--- config.mk ---
export PLATFORM = sky130hd
export DESIGN_NAME = patp_ctrl
export DESIGN_NICKNAME = d
export VERILOG_FILES = /design/src/rtl/patp_pkg.sv /design/src/rtl/patp_opdec.sv /design/src/rtl/patp_ctrl.sv
export SDC_FILE = /design/constraint.sdc
export NUM_CORES = 1
export LEC_CHECK = 0
export ABC_CLOCK_PERIOD_IN_PS = 1700
export BUFFER_PORTS_ARGS = -buffer_cell sky130_fd_sc_hd__clkbuf_2
export CAP_MARGIN = 10
export CORE_AREA = 2 2 39 41
export DETAILED_ROUTE_END_ITERATION = 12
export DIE_AREA = 0 0 41 43
export GPL_TIMING_DRIVEN = 0
export PLACE_DENSITY = 0.72
export SETUP_SLACK_MARGIN = 0.4
export SYNTH_ARGS = -nofsm -noshare
export SYNTH_HDL_FRONTEND = slang
export SYNTH_SLANG_ARGS = --single-unit
--- constraint.sdc ---
create_clock -name clk -period 1.7 [get_ports clk]
set_input_delay 0.51 -clock clk [delete_from_list [all_inputs] [get_ports clk]]
set_output_delay 0.51 -clock clk [all_outputs]
set_load 0.01 [all_outputs]
--- src/rtl/patp_pkg.sv ---
// Shared PATP control types: ISA opcodes, ALU function codes and sequencer states.
package patp_pkg;

    typedef enum logic [2:0] {
        OP_HALT = 3'd0,
        OP_LDA  = 3'd1,
        OP_STA  = 3'd2,
        OP_ADD  = 3'd3,
        OP_SUB  = 3'd4,
        OP_JMP  = 3'd5,
        OP_JZ   = 3'd6,
        OP_OUT  = 3'd7
    } opcode_t;

    typedef enum logic [1:0] {
        ALU_PASS_B = 2'd0,
        ALU_ADD    = 2'd1,
        ALU_SUB    = 2'd2
    } alu_fn_t;

    typedef enum logic [3:0] {
        ST_IDLE = 4'd0,
        ST_F0   = 4'd1,
        ST_F1   = 4'd2,
        ST_F2   = 4'd3,
        ST_DEC  = 4'd4,
        ST_E0   = 4'd5,
        ST_E1   = 4'd6,
        ST_E2   = 4'd7,
        ST_HALT = 4'd8
    } state_t;

endpackage

--- src/rtl/patp_opdec.sv ---
// Combinational opcode classifier for the PATP control sequencer.
module patp_opdec
    import patp_pkg::*;
(
    input  opcode_t    op,
    output logic       is_mem,
    output logic       is_store,
    output logic       is_alu,
    output logic       is_branch,
    output alu_fn_t    alu_fn
);

    always_comb begin
        is_mem    = 1'b0;
        is_store  = 1'b0;
        is_alu    = 1'b0;
        is_branch = 1'b0;
        alu_fn    = ALU_PASS_B;
        case (op)
            OP_LDA: begin
                is_mem = 1'b1;
                is_alu = 1'b1;
            end
            OP_STA: begin
                is_mem   = 1'b1;
                is_store = 1'b1;
            end
            OP_ADD: begin
                is_mem = 1'b1;
                is_alu = 1'b1;
                alu_fn = ALU_ADD;
            end
            OP_SUB: begin
                is_mem = 1'b1;
                is_alu = 1'b1;
                alu_fn = ALU_SUB;
            end
            OP_JMP,
            OP_JZ:   is_branch = 1'b1;
            default: ;
        endcase
    end

endmodule

--- src/rtl/patp_ctrl.sv ---
// PATP control sequencer: Moore FSM issuing fetch/decode/execute strobes to the datapath.
module patp_ctrl
    import patp_pkg::*;
(
    input  logic       clk,
    input  logic       rst,
    input  logic       run,
    input  logic [7:0] ir,
    input  logic       zero,
    input  logic       mem_ready,
    output logic       mar_sel,
    output logic       ld_mar,
    output logic       ld_ir,
    output logic       inc_pc,
    output logic       ld_pc,
    output logic       clk_alureg,
    output logic       ld_out,
    output logic       mem_rd,
    output logic       mem_wr,
    output logic [1:0] alu_fn,
    output logic       halted,
    output logic       busy
);

    state_t  state;
    state_t  state_nxt;
    opcode_t op_q;

    logic    is_mem;
    logic    is_store;
    logic    is_alu;
    logic    is_branch;
    alu_fn_t dec_fn;

    // Only the opcode field is consumed here; the address field feeds the MAR mux elsewhere.
    logic    unused_ir_addr;
    assign unused_ir_addr = ^ir[4:0];

    patp_opdec u_opdec (
        .op        (op_q),
        .is_mem    (is_mem),
        .is_store  (is_store),
        .is_alu    (is_alu),
        .is_branch (is_branch),
        .alu_fn    (dec_fn)
    );

    always_ff @(posedge clk or posedge rst) begin
        if (rst) begin
            state <= ST_IDLE;
            op_q  <= OP_HALT;
        end else begin
            state <= state_nxt;
            if (state == ST_DEC) begin
                op_q <= opcode_t'(ir[7:5]);
            end
        end
    end

    always_comb begin
        state_nxt = state;
        case (state)
            ST_IDLE,
            ST_HALT: if (run) state_nxt = ST_F0;
            ST_F0:   state_nxt = ST_F1;
            ST_F1:   if (mem_ready) state_nxt = ST_F2;
            ST_F2:   state_nxt = ST_DEC;
            // DEC branches on the live IR because op_q only updates on this edge.
            ST_DEC:  state_nxt = (opcode_t'(ir[7:5]) == OP_HALT) ? ST_HALT : ST_E0;
            ST_E0:   state_nxt = is_mem ? ST_E1 : ST_F0;
            ST_E1:   if (mem_ready) state_nxt = is_store ? ST_F0 : ST_E2;
            ST_E2:   state_nxt = ST_F0;
            default: state_nxt = ST_IDLE;
        endcase
    end

    always_comb begin
        mar_sel    = 1'b0;
        ld_mar     = 1'b0;
        ld_ir      = 1'b0;
        inc_pc     = 1'b0;
        ld_pc      = 1'b0;
        clk_alureg = 1'b0;
        ld_out     = 1'b0;
        mem_rd     = 1'b0;
        mem_wr     = 1'b0;
        alu_fn     = 2'd0;
        halted     = (state == ST_HALT);
        busy       = (state != ST_IDLE) && (state != ST_HALT);
        case (state)
            ST_F0: ld_mar = 1'b1;
            ST_F1: mem_rd = 1'b1;
            ST_F2: begin
                ld_ir  = 1'b1;
                inc_pc = 1'b1;
            end
            ST_E0: begin
                if (is_mem) begin
                    ld_mar  = 1'b1;
                    mar_sel = 1'b1;
                end else if (is_branch) begin
                    ld_pc = (op_q == OP_JMP) || zero;
                end else if (op_q == OP_OUT) begin
                    ld_out = 1'b1;
                end
            end
            ST_E1: begin
                if (is_store) begin
                    mem_wr = 1'b1;
                end else if (is_alu) begin
                    mem_rd = 1'b1;
                end
            end
            ST_E2: begin
                clk_alureg = is_alu;
                alu_fn     = is_alu ? dec_fn : ALU_PASS_B;
            end
            default: ;
        endcase
    end

endmodule

[Word-level counts from Yosys, hierarchy flattened]
Index checks and enable logic that the tools add are counted.
Operators by class
  equality and inequality tests: 19
  multiplexer cells: 31
  reductions and logical operators: 10
Operator list (number)
  4-bit case mux with 8 select lines: 1
  1-bit 2-to-1 mux: 19
  4-bit by 3-bit == test with 1-bit output, second input constant: 4
  4-bit 2-to-1 mux: 4
  3-bit == test, second input constant: 4
  4-bit by 2-bit == test with 1-bit output, second input constant: 2
  3-bit by 2-bit == test with 1-bit output, second input constant: 2
  3-bit 2-to-1 mux: 2
  2-bit inequality test, second input constant: 3
  4-bit by 1-bit == test with 1-bit output, second input constant: 1
  4-bit == test, second input constant: 1
  4-bit zero test: 1
  2-bit 2-to-1 mux: 2
  4-bit inequality test, second input constant: 1
  1-bit case mux with 2 select lines: 2
  2-bit case mux with 2 select lines: 1
  4-bit nonzero test: 1
  2-bit OR reduction: 2
  4-bit OR reduction: 1
  3-bit by 1-bit == test with 1-bit output, second input constant: 1
  3-bit zero test: 1
  3-bit AND reduction: 1
  3-bit OR reduction: 1
  1-bit logical AND: 1
  1-bit logical OR: 1
Word-level totals
  register bits after elaboration: 7
  input port bits: 13
  output and inout bits: 13
  word-level logic and storage cells: 62

[Logic depth before layout (Yosys ltp)]
Gate-level depths: netlist of the first run.
  word-level depth: 6
  gate-level depth with buffers: 5
  gate-level depth less buffers: 4

[Hierarchy]
A second synthesis of the first run with hierarchy kept.
Unflattened totals
  cell total of the unflattened synthesis: 72
  area total of the unflattened synthesis: 638.1 sq um
Modules (own cells, without submodules)
  patp_ctrl: instances 1, cells each 64, area each 568.0 sq um, seq. area each 175.2 sq um
  patp_opdec: instances 1, cells each 8, area each 70.1 sq um, seq. area each 0.0 sq um

[Least setup slack after synthesis of the first run]
No wires, ideal clock.
  kind: register to output
  from: register state[1]
  to: output port halted
  arrival: 1153 ps
  slack: 37 ps
  stages on the path, launching flop included: 4
  cells stage by stage: dfrtp_1 > buf_2 > or3_1 > nor2_1
Between the ends
  longest elaborated chain between the ends: 1
RTL lines
  from (decl): RTL line patp_ctrl.sv:25  | state_t state;
  from (signal assigned): RTL line patp_ctrl.sv:53  | state <= state_nxt;
  4-bit == test: RTL line patp_ctrl.sv:88  | halted = (state == ST_HALT);
  to (decl): RTL line patp_ctrl.sv:21  | output logic halted,
Every way passes these cells.

[Worst setup path in the final report of the first run]
  from: register state[2]
  to: output port alu_fn[1]
Between the ends
  longest elaborated chain between the ends: 2
RTL lines
  4-bit by 3-bit == test with 1-bit output: RTL line patp_ctrl.sv:90  | case (state)
  2-bit 2-to-1 mux: RTL line patp_ctrl.sv:90
  to (decl): RTL line patp_ctrl.sv:20  | output logic [1:0] alu_fn,
Every way passes these cells.

==> flow_summary_export.csv, run 1 <==
group,metric,value,unit
clock_network,ctsLongestPathBuffers,2,
floorplanning,initial_core_util,0.395,
place,portBuffers,20,
power,peakVddDrop,0.00111,V
detailed_routing,drt_iter0_markers,37,
logic_synthesis,yosysWarningCount,0,
floorplanning,core,0.00138,mm²
cells_and_area,fillers,80,
detailed_routing,via_per_inst,5.67,
clock_network,root_buffer,"clkbuf_4",
cells_and_area,multi_input_area,498,µm²
cells_and_area,most-common-layout-cells,"22 x buf_4, 11 x buf_6, 8 x clkbuf_2",
clock_network,cts.clk_slew.worst_paths,0.05,ns
sta,fmax,0.516,GHz
job,drv_cap,0,
power,power_density,1960,mW/mm²
logic_synthesis,yosys-top-cells-area,"dfrtp_1 32%, mux2_2 8.2%, nor2_1 6.2%",
logic_synthesis,ys_seq_elements,7,
floorplanning,die_area,0.00176,mm²
floorplanning,die_w,41,µm
grt,grt_usage,0.244,
setup_path,crit_fanout,5,
cells_and_area,n_antenna_cell,0,
floorplanning,io_pins,26,
logic_synthesis,ys_types,30,
setup_path,r2r-start,"state[0]",
setup_path,ff2ff_setup_slack,0.07,ns
logic_synthesis,syn_inst,65,
setup_path,cp.required,1.19,ns
sta,relSlewSlack,0.777,
cells_and_area,regArea,179,µm²
setup_path,r2r_end,"state[2]",
clock_network,clock-sinks,7,
hold_path,worst_hold_path_type,"in -> async",
grt,grt_max_degree,8,
detailed_routing,drc,0,
logic_synthesis,synth_top_area_frac,0.320,
cells_and_area,drive_above_1_share,0.774,
logic_synthesis,ys_seq_area_frac,0.320,
power,p_leak,0.540,nW
grt,grt-ovfl-total,0,
setup_path,crit_type,"reg -> out",
clock_network,cts_tree,"yes",
clock_network,cts_buffers,3,
place,dpl.hpwl,1.04,mm
grt,grt_pass1_vias,641,
sta,setup_viol,12,
setup_path,cp_data_arrival_time,1.43,ns
detailed_routing,postRouteAntennaNets,0,
clock_network,insertion_delay,0.25,ns
floorplanning,die_h,43,µm
clock_network,cts_hold_buffers,0,
cells_and_area,syn_to_final_growth,109,%
detailed_routing,vias,743,
sta,finalCriticalPeriod,1.94,ns
sta,worst_slack,-0.238,ns
logic_synthesis,yosys.area.top_type,"dfrtp_1",
run_status,failed_checks,"negative setup slack",
detailed_routing,first_pass_iters,5,
power,total_power,2.24,mW
grt,antenna_found_initial,0,
cells_and_area,layout_commonest_cell,"buf_4",
sta,rsz0062_at_grt,"yes",
setup_path,crit_path_end_kind,"output pin",
floorplanning,placementRows,14,
sta,report.final.hold_viol_count,0,
logic_synthesis,syn_nets,78,
setup_path,r2r_cells,8,
logic_synthesis,synth_area_per_cell,8.41,µm²
run_status,outcome,"complete, but fails checks",
detailed_routing,wirelength,2.38,mm
grt,grt_pass1_wl,2.95,mm
clock_network,h-tree-depth,1,
logic_synthesis,syn_area,547,µm²
cells_and_area,utilization,0.825,
cells_and_area,layout.nets,129,
sta,holdWs,0.163,ns
sta,finClkSkew,0.00124,ns
sta,fin_crit_sh,1.14,
detailed_routing,wl_per_cell,18.1,µm
place,gp_congestion,0.791,
sta,tightestPinTransition,0.326,ns
setup_path,cp-start-kind,"flip-flop",
sta,maxSlewViolCount,0,
cell families (layout without fill, tap and decap cells):
logic type / Yosys count / after routing / share of synthesized area
and+or+nand+nor: 31 / 31 / 0.314
AOI/OAI and AO/OA: 13 / 13 / 0.167
buffers and inverters: 8 / 58 / 0.0686
DFF: 7 / 7 / 0.320
muxes: 5 / 5 / 0.101
xor gates and xnor gates: 1 / 1 / 0.0298
critical path, cell delays in order, from the launching register on:
cell and delay, ns:
dfrtp_1 0.37, clkbuf_8 0.15, buf_12 0.10, nand4_1 0.21, nor2_2 0.20, buf_2 0.15
worst max-delay path by stage:
stage | from | depth (start not counted) | endpoint
2_1_floorplan | state[1] | 3 | halted
3_3_place_gp | state[3] | 4 | mem_rd
3_5_place_dp | op_q[1] | 4 | mar_sel
4_1_cts | state[2] | 4 | halted
5_1_grt | state[2] | 5 | alu_fn[1]
6_report | state[2] | 5 | alu_fn[1]
report_power, final:
| group | internal (mW) | total (mW) | leakage, nW | switching, mW |
|---|---|---|---|---|
| Combinational | 0.943 | 1.77 | 0.441 | 0.823 |
| Sequential | 0.246 | 0.325 | 0.0832 | 0.0788 |
| Clock | 0.0892 | 0.145 | 0.0150 | 0.0554 |
cells in the mapped netlist:
cell and count:
o2111a_1 1, dfrtp_1 7, nor4_1 1, buf_4 1, inv_1 3, a21boi_0 1, nand2_1 5, a21o_1 2
o21ai_1 1, nor4b_1 1, and3_1 1, nor3_2 1, clkbuf_1 1, xnor2_2 1, nand2b_1 3, and4_4 1
nor2_4 1, a21oi_1 3, nand4_1 3, o21ai_0 2, nor3_1 3, or3_1 1, mux2_2 4, mux2i_1 1
o211a_1 1, buf_2 3, nor2_1 9, o31ai_1 1, a221o_1 1, nor2b_1 1
sequential cells by signal, indices dropped and copies added (netlist names):
| name | cells |
|---|---|
| state | 4 |
| op_q | 3 |
timing repair:
action                                  in CTS  in global routing
pin swaps                                   12                 10
endpoints found under the setup margin      17                 19
buffers inserted                            14                 12
resized for setup                           21                 26
hold endpoints to repair                     0                  0
routing by layer:
metal	track usage	part of all wire
met2	0.359	0.49
met1	0.343	0.40
met5	0	0
met4	0.127	0.056
met3	0.0157	0.051
per-stage QoR:
stage / setup TNS (ns) / area, µm² / std cells / setup WS (ns)
after CTS: -1.74 / 977 / 119 / -0.208
after detailed placement: 0 / 749 / 101 / 0.0412
after global placement: 0 / 749 / 101 / 0.0543
final: -2.01 / 1140 / 131 / -0.238
after global routing: -2.75 / 1140 / 131 / -0.315
after floorplan: 0 / 629 / 65 / 0.157
layout make-up:
cell class              instances  area share
multi-input cells              50       0.436
repair buffers                 46       0.307
flip-flops and latches          7       0.157
plain buffers                   5      0.0482
clock buffers                   4      0.0230
well taps                      16      0.0175
inverters                       3      0.0120
No activity file was read; power rests on OpenSTA's default activity.
==> run 2, diff against run 1 <==
--- a/config.mk
+++ b/config.mk
@@ -6,12 +6,11 @@
 export NUM_CORES = 1
 export LEC_CHECK = 0
 export ABC_CLOCK_PERIOD_IN_PS = 1700
-export BUFFER_PORTS_ARGS = -buffer_cell sky130_fd_sc_hd__clkbuf_2
+export BUFFER_PORTS_ARGS = -buffer_cell sky130_fd_sc_hd__buf_2
 export CAP_MARGIN = 10
 export CORE_AREA = 2 2 39 41
 export DETAILED_ROUTE_END_ITERATION = 12
 export DIE_AREA = 0 0 41 43
-export GPL_TIMING_DRIVEN = 0
 export PLACE_DENSITY = 0.72
 export SETUP_SLACK_MARGIN = 0.4
 export SYNTH_ARGS = -nofsm -noshare
==> run 2 against run 1 <==
The flow still finishes with violations (negative setup slack). First-iteration DRC count fell by 59%. Total power fell by 14%. Clock-buffer cell count did not move. Critical path type unchanged. Sequential share of layout area rose by 1.9 points. Clock skew rose by 0.0025 ns. Wire length fell by 21%. Clock power barely moved. Combinational power fell by 23%. Non-clock buffer count fell by 7. Maximum frequency rose by 4.2%.
==> flow_summary_export.csv, run 2 (synthesis gave the netlist of run 1 again) <==
group,metric,value,unit
job,drv_cap,0,
cells_and_area,syn_to_final_growth,90.4,%
cells_and_area,top_regs,"state x4, op_q x3",
cells_and_area,utilization,0.752,
power,p_leak,0.488,nW
cells_and_area,regMostFlops,"state",
power,peakVddDrop,0.00102,V
grt,grt_max_degree,12,
setup_path,cp-start-kind,"flip-flop",
clock_network,clock-sinks,7,
place,gp_congestion,0.787,
clock_network,insertion_delay,0.25,ns
sta,worst_slack,-0.161,ns
run_status,outcome,"complete, but fails checks",
clock_network,ctsLongestPathBuffers,2,
sta,fin_crit_sh,1.09,
detailed_routing,wl_per_cell,15.1,µm
clock_network,cts.clk_slew.worst_paths,0.05,ns
cells_and_area,drive_above_1_share,0.769,
floorplanning,die_h,43,µm
detailed_routing,wirelength,1.87,mm
detailed_routing,vias,678,
place,dpl_cell_area,738,µm²
cells_and_area,layout_commonest_cell,"buf_4",
sta,report.final.hold_viol_count,0,
setup_path,crit_type,"reg -> out",
sta,fmax,0.537,GHz
sta,maxSlewViolCount,0,
clock_network,cts_buffers,3,
setup_path,cp.required,1.19,ns
hold_path,worst_hold_path_type,"in -> async",
detailed_routing,postRouteAntennaNets,0,
cells_and_area,most-common-layout-cells,"20 x buf_4, 15 x buf_2, 9 x buf_6",
setup_path,cp_data_arrival_time,1.35,ns
cells_and_area,largest_reg_flops,4,
setup_path,crit_fanout,5,
grt,grt_pass1_wl,2.57,mm
floorplanning,core,0.00138,mm²
clock_network,cts_hold_buffers,0,
floorplanning,die_w,41,µm
floorplanning,initial_core_util,0.395,
clock_network,h-tree-depth,1,
place,portBuffers,20,
cells_and_area,instances_no_fill,124,
cells_and_area,layout.nets,122,
sta,setup_viol,11,
detailed_routing,drc,0,
sta,finalCriticalPeriod,1.86,ns
detailed_routing,drt_iter0_markers,15,
cells_and_area,n_antenna_cell,0,
sta,finClkSkew,0.00371,ns
clock_network,root_buffer,"clkbuf_4",
power,total_power,1.92,mW
place,dp.cells,101,
floorplanning,placementRows,14,
place,dpl.hpwl,1.05,mm
cells_and_area,stdcell_area,0.00104,mm²
detailed_routing,via_per_inst,5.47,
grt,antenna_found_initial,0,
cells_and_area,fillers,84,
run_status,failed_checks,"negative setup slack",
grt,grt-ovfl-total,0,
cells_and_area,regArea,183,µm²
floorplanning,die_area,0.00176,mm²
detailed_routing,first_pass_iters,4,
grt,grt_usage,0.214,
sta,relSlewSlack,0.805,
clock_network,cts_tree,"yes",
sta,tightestPinTransition,0.284,ns
setup_path,crit_path_end_kind,"output pin",
sta,rsz0062_at_grt,"yes",
grt,grt_pass1_vias,620,
place,place_ws,0.0136,ns
cells_and_area,multi_input_area,474,µm²
floorplanning,io_pins,26,
power,power_density,1840,mW/mm²
-- run 2: power breakdown --
group          switching (mW)  leakage (nW)  internal [mW]
sequential              0.151        0.0796          0.253
clock                  0.0553        0.0150         0.0892
combinational           0.613         0.394          0.758
total                   0.819         0.488           1.10
-- run 2: layout make-up --
class / instances / area share
sequential: 7 / 0.175
timing repair buffer: 44 / 0.314
multi-input combinational: 50 / 0.456
clock buffer: 4 / 0.0252
tap: 16 / 0.0192
inverter: 3 / 0.0108
-- run 2: repair_timing --
item / in CTS / in global routing
endpoints found under the setup margin: 18 / 19
resized for setup: 14 / 21
pin swaps: 9 / 7
buffers inserted: 13 / 6
gates cloned: 0 / 0
-- run 2: per-layer routing --
layer,track usage,wire length [µm],up-vias
met2,0.369,978,27
li1,-,-,317
met4,0.107,42,0
met5,0,0,-
met1,0.244,766,330
met3,0.0209,87,4
-- run 2: through the flow --
stage          TNS [ns]  hold slack [ns]
2_1_floorplan         0            0.313
3_3_place_gp          0            0.444
3_5_place_dp          0            0.442
4_1_cts           -1.13            0.177
5_1_grt           -1.94            0.186
6_report          -1.26            0.174
-- run 2: worst max-delay path, stage by stage (launching register included) --
cell     delay [ns]
dfrtp_2        0.45
nor2_4         0.17
nand4_1        0.19
nor2_2         0.15
buf_2          0.13
-- run 2: worst paths after layout --
path	startpoint	endpoint	slack [ns]	depth (start not counted)
max	state[1]	ld_pc	-0.16	4
min	rst	op_q[1]	0.17	2
max reg2reg	state[2]	state[2]	0.20	6
min reg2reg	op_q[0]	op_q[0]	0.70	2
max in group asynchronous	rst	state[0]	1.30	2
min in group clk	run	state[3]	0.48	2
==> run 3, diff against run 2 <==
--- a/config.mk
+++ b/config.mk
@@ -9,6 +9,7 @@
 export BUFFER_PORTS_ARGS = -buffer_cell sky130_fd_sc_hd__buf_2
 export CAP_MARGIN = 10
 export CORE_AREA = 2 2 39 41
+export CTS_BUF_LIST = sky130_fd_sc_hd__clkbuf_8
 export DETAILED_ROUTE_END_ITERATION = 12
 export DIE_AREA = 0 0 41 43
 export PLACE_DENSITY = 0.72
==> run 3 against run 2 <==
Sequential share of layout area down 0.19 points. Maximum frequency up 2.3%. Clock-buffer cell count down 1. Clock power up 53%. Hold slack better by 0.026 ns. Die area unchanged. Cell area up 1.1%. Worst setup slack better by 0.041 ns. Critical endpoint is now halted. Flip-flop and latch count unchanged. Critical path depth down 1. The run still ends with negative setup slack left. Combinational power about the same.
==> flow_summary_export.csv, run 3 (synthesis gave the netlist of run 1 again) <==
group,metric,value,unit
clock_network,cts_hold_buffers,0,
clock_network,cts_buffers,3,
clock_network,cts.clk_slew.worst_paths,0.04,ns
setup_path,crit_type,"reg -> out",
detailed_routing,drt_iter0_markers,18,
floorplanning,core,0.00138,mm²
setup_path,cp_data_arrival_time,1.31,ns
power,peakVddDrop,0.00104,V
sta,finalCriticalPeriod,1.82,ns
floorplanning,die_w,41,µm
sta,finClkSkew,0.00342,ns
detailed_routing,drc,0,
detailed_routing,wl_per_cell,15.2,µm
cells_and_area,regMostFlops,"state",
floorplanning,die_area,0.00176,mm²
clock_network,clock-sinks,7,
sta,fin_tns_setup,-0.881,ns
setup_path,cp.required,1.19,ns
place,place_ws,0.0136,ns
floorplanning,initial_core_util,0.395,
setup_path,crit_fanout,5,
power,power_density,1890,mW/mm²
cells_and_area,top_regs,"state x4, op_q x3",
cells_and_area,syn_to_final_growth,92.4,%
place,gp_congestion,0.787,
sta,setup_viol,11,
sta,rsz0062_at_grt,"yes",
sta,fmax,0.550,GHz
detailed_routing,first_pass_iters,4,
floorplanning,io_pins,26,
grt,grt_max_degree,12,
place,dp.cells,101,
hold_path,worst_hold_path_type,"in -> async",
detailed_routing,vias,675,
clock_network,insertion_delay,0.22,ns
sta,tightestPinTransition,0.280,ns
floorplanning,die_h,43,µm
cells_and_area,drive_above_1_share,0.764,
detailed_routing,via_per_inst,5.53,
cells_and_area,instances_no_fill,122,
detailed_routing,postRouteAntennaNets,0,
job,drv_cap,0,
run_status,outcome,"complete, but fails checks",
grt,grt_usage,0.218,
sta,relSlewSlack,0.808,
grt,grt_pass1_vias,623,
setup_path,crit_path_end_kind,"output pin",
clock_network,root_buffer,"clkbuf_8",
place,portBuffers,20,
power,total_power,1.99,mW
floorplanning,placementRows,14,
clock_network,cts_tree,"yes",
clock_network,h-tree-depth,1,
sta,holdWs,0.200,ns
sta,maxSlewViolCount,0,
sta,fin_crit_sh,1.07,
grt,grt-ovfl-total,0,
detailed_routing,wirelength,1.85,mm
clock_network,ctsLongestPathBuffers,2,
sta,worst_slack,-0.119,ns
power,p_leak,0.491,nW
place,dpl_cell_area,738,µm²
grt,grt_pass1_wl,2.58,mm
run_status,failed_checks,"negative setup slack",
cells_and_area,n_antenna_cell,0,
cells_and_area,largest_reg_flops,4,
sta,report.final.hold_viol_count,0,
setup_path,cp-start-kind,"flip-flop",
cells_and_area,stdcell_area,0.00105,mm²
cells_and_area,utilization,0.760,
grt,antenna_found_initial,0,
cells_and_area,layout.nets,120,
cells_and_area,most-common-layout-cells,"15 x buf_2, 15 x buf_4, 12 x buf_6",
place,dpl.hpwl,1.05,mm
run 3: changes by cell type in the layout (fill, tap and decap cells not counted), moves of 3 or more:
cell,before,now
clkbuf_8,0,3
clkbuf_4,3,0
buf_6,9,12
buf_4,20,15
run 3: power by group:
part	total (mW)	internal (mW)	switching (mW)
combinational	1.36	0.757	0.602
sequential	0.408	0.253	0.155
clock	0.220	0.155	0.0650
total	1.99	1.17	0.822
run 3: area by class of cell:
| cell class | count | area [µm²] |
|---|---|---|
| fillers | 82 | 332 |
| well taps | 16 | 20.0 |
| flip-flops and latches | 7 | 183 |
| repair buffers | 42 | 323 |
| inverters | 3 | 11.3 |
| clock inverters | 1 | 3.75 |
| multi-input cells | 50 | 470 |
| clock buffers | 3 | 41.3 |
run 3: metal layers:
metal  up-vias  share of wire  global-route usage
met5         -              0                   0
met3         6          0.049              0.0366
met4         0          0.037               0.133
met2        27           0.53               0.359
li1        313              -                   -
met1       329           0.39               0.244
run 3: worst paths after layout:
check	from	end	slack, ns	cells after the start
min in group clk	run	state[3]	0.51	2
max in group asynchronous	rst	state[0]	1.27	2
min	rst	op_q[1]	0.20	2
max reg2reg	state[0]	op_q[0]	0.19	4
min reg2reg	op_q[0]	op_q[0]	0.61	1
max	state[0]	halted	-0.12	3
run 3: critical path, stage by stage (launching register included):
cell	delay, ns
dfrtp_2	0.45
or3_4	0.44
nor2_4	0.10
buf_6	0.10
run 3: timing repair:
action,4_1_cts,5_1_grt
setup endpoints to repair,17,19
pin swaps,9,6
hold endpoints to repair,0,0
setup buffers,13,4
gates resized for setup,14,23
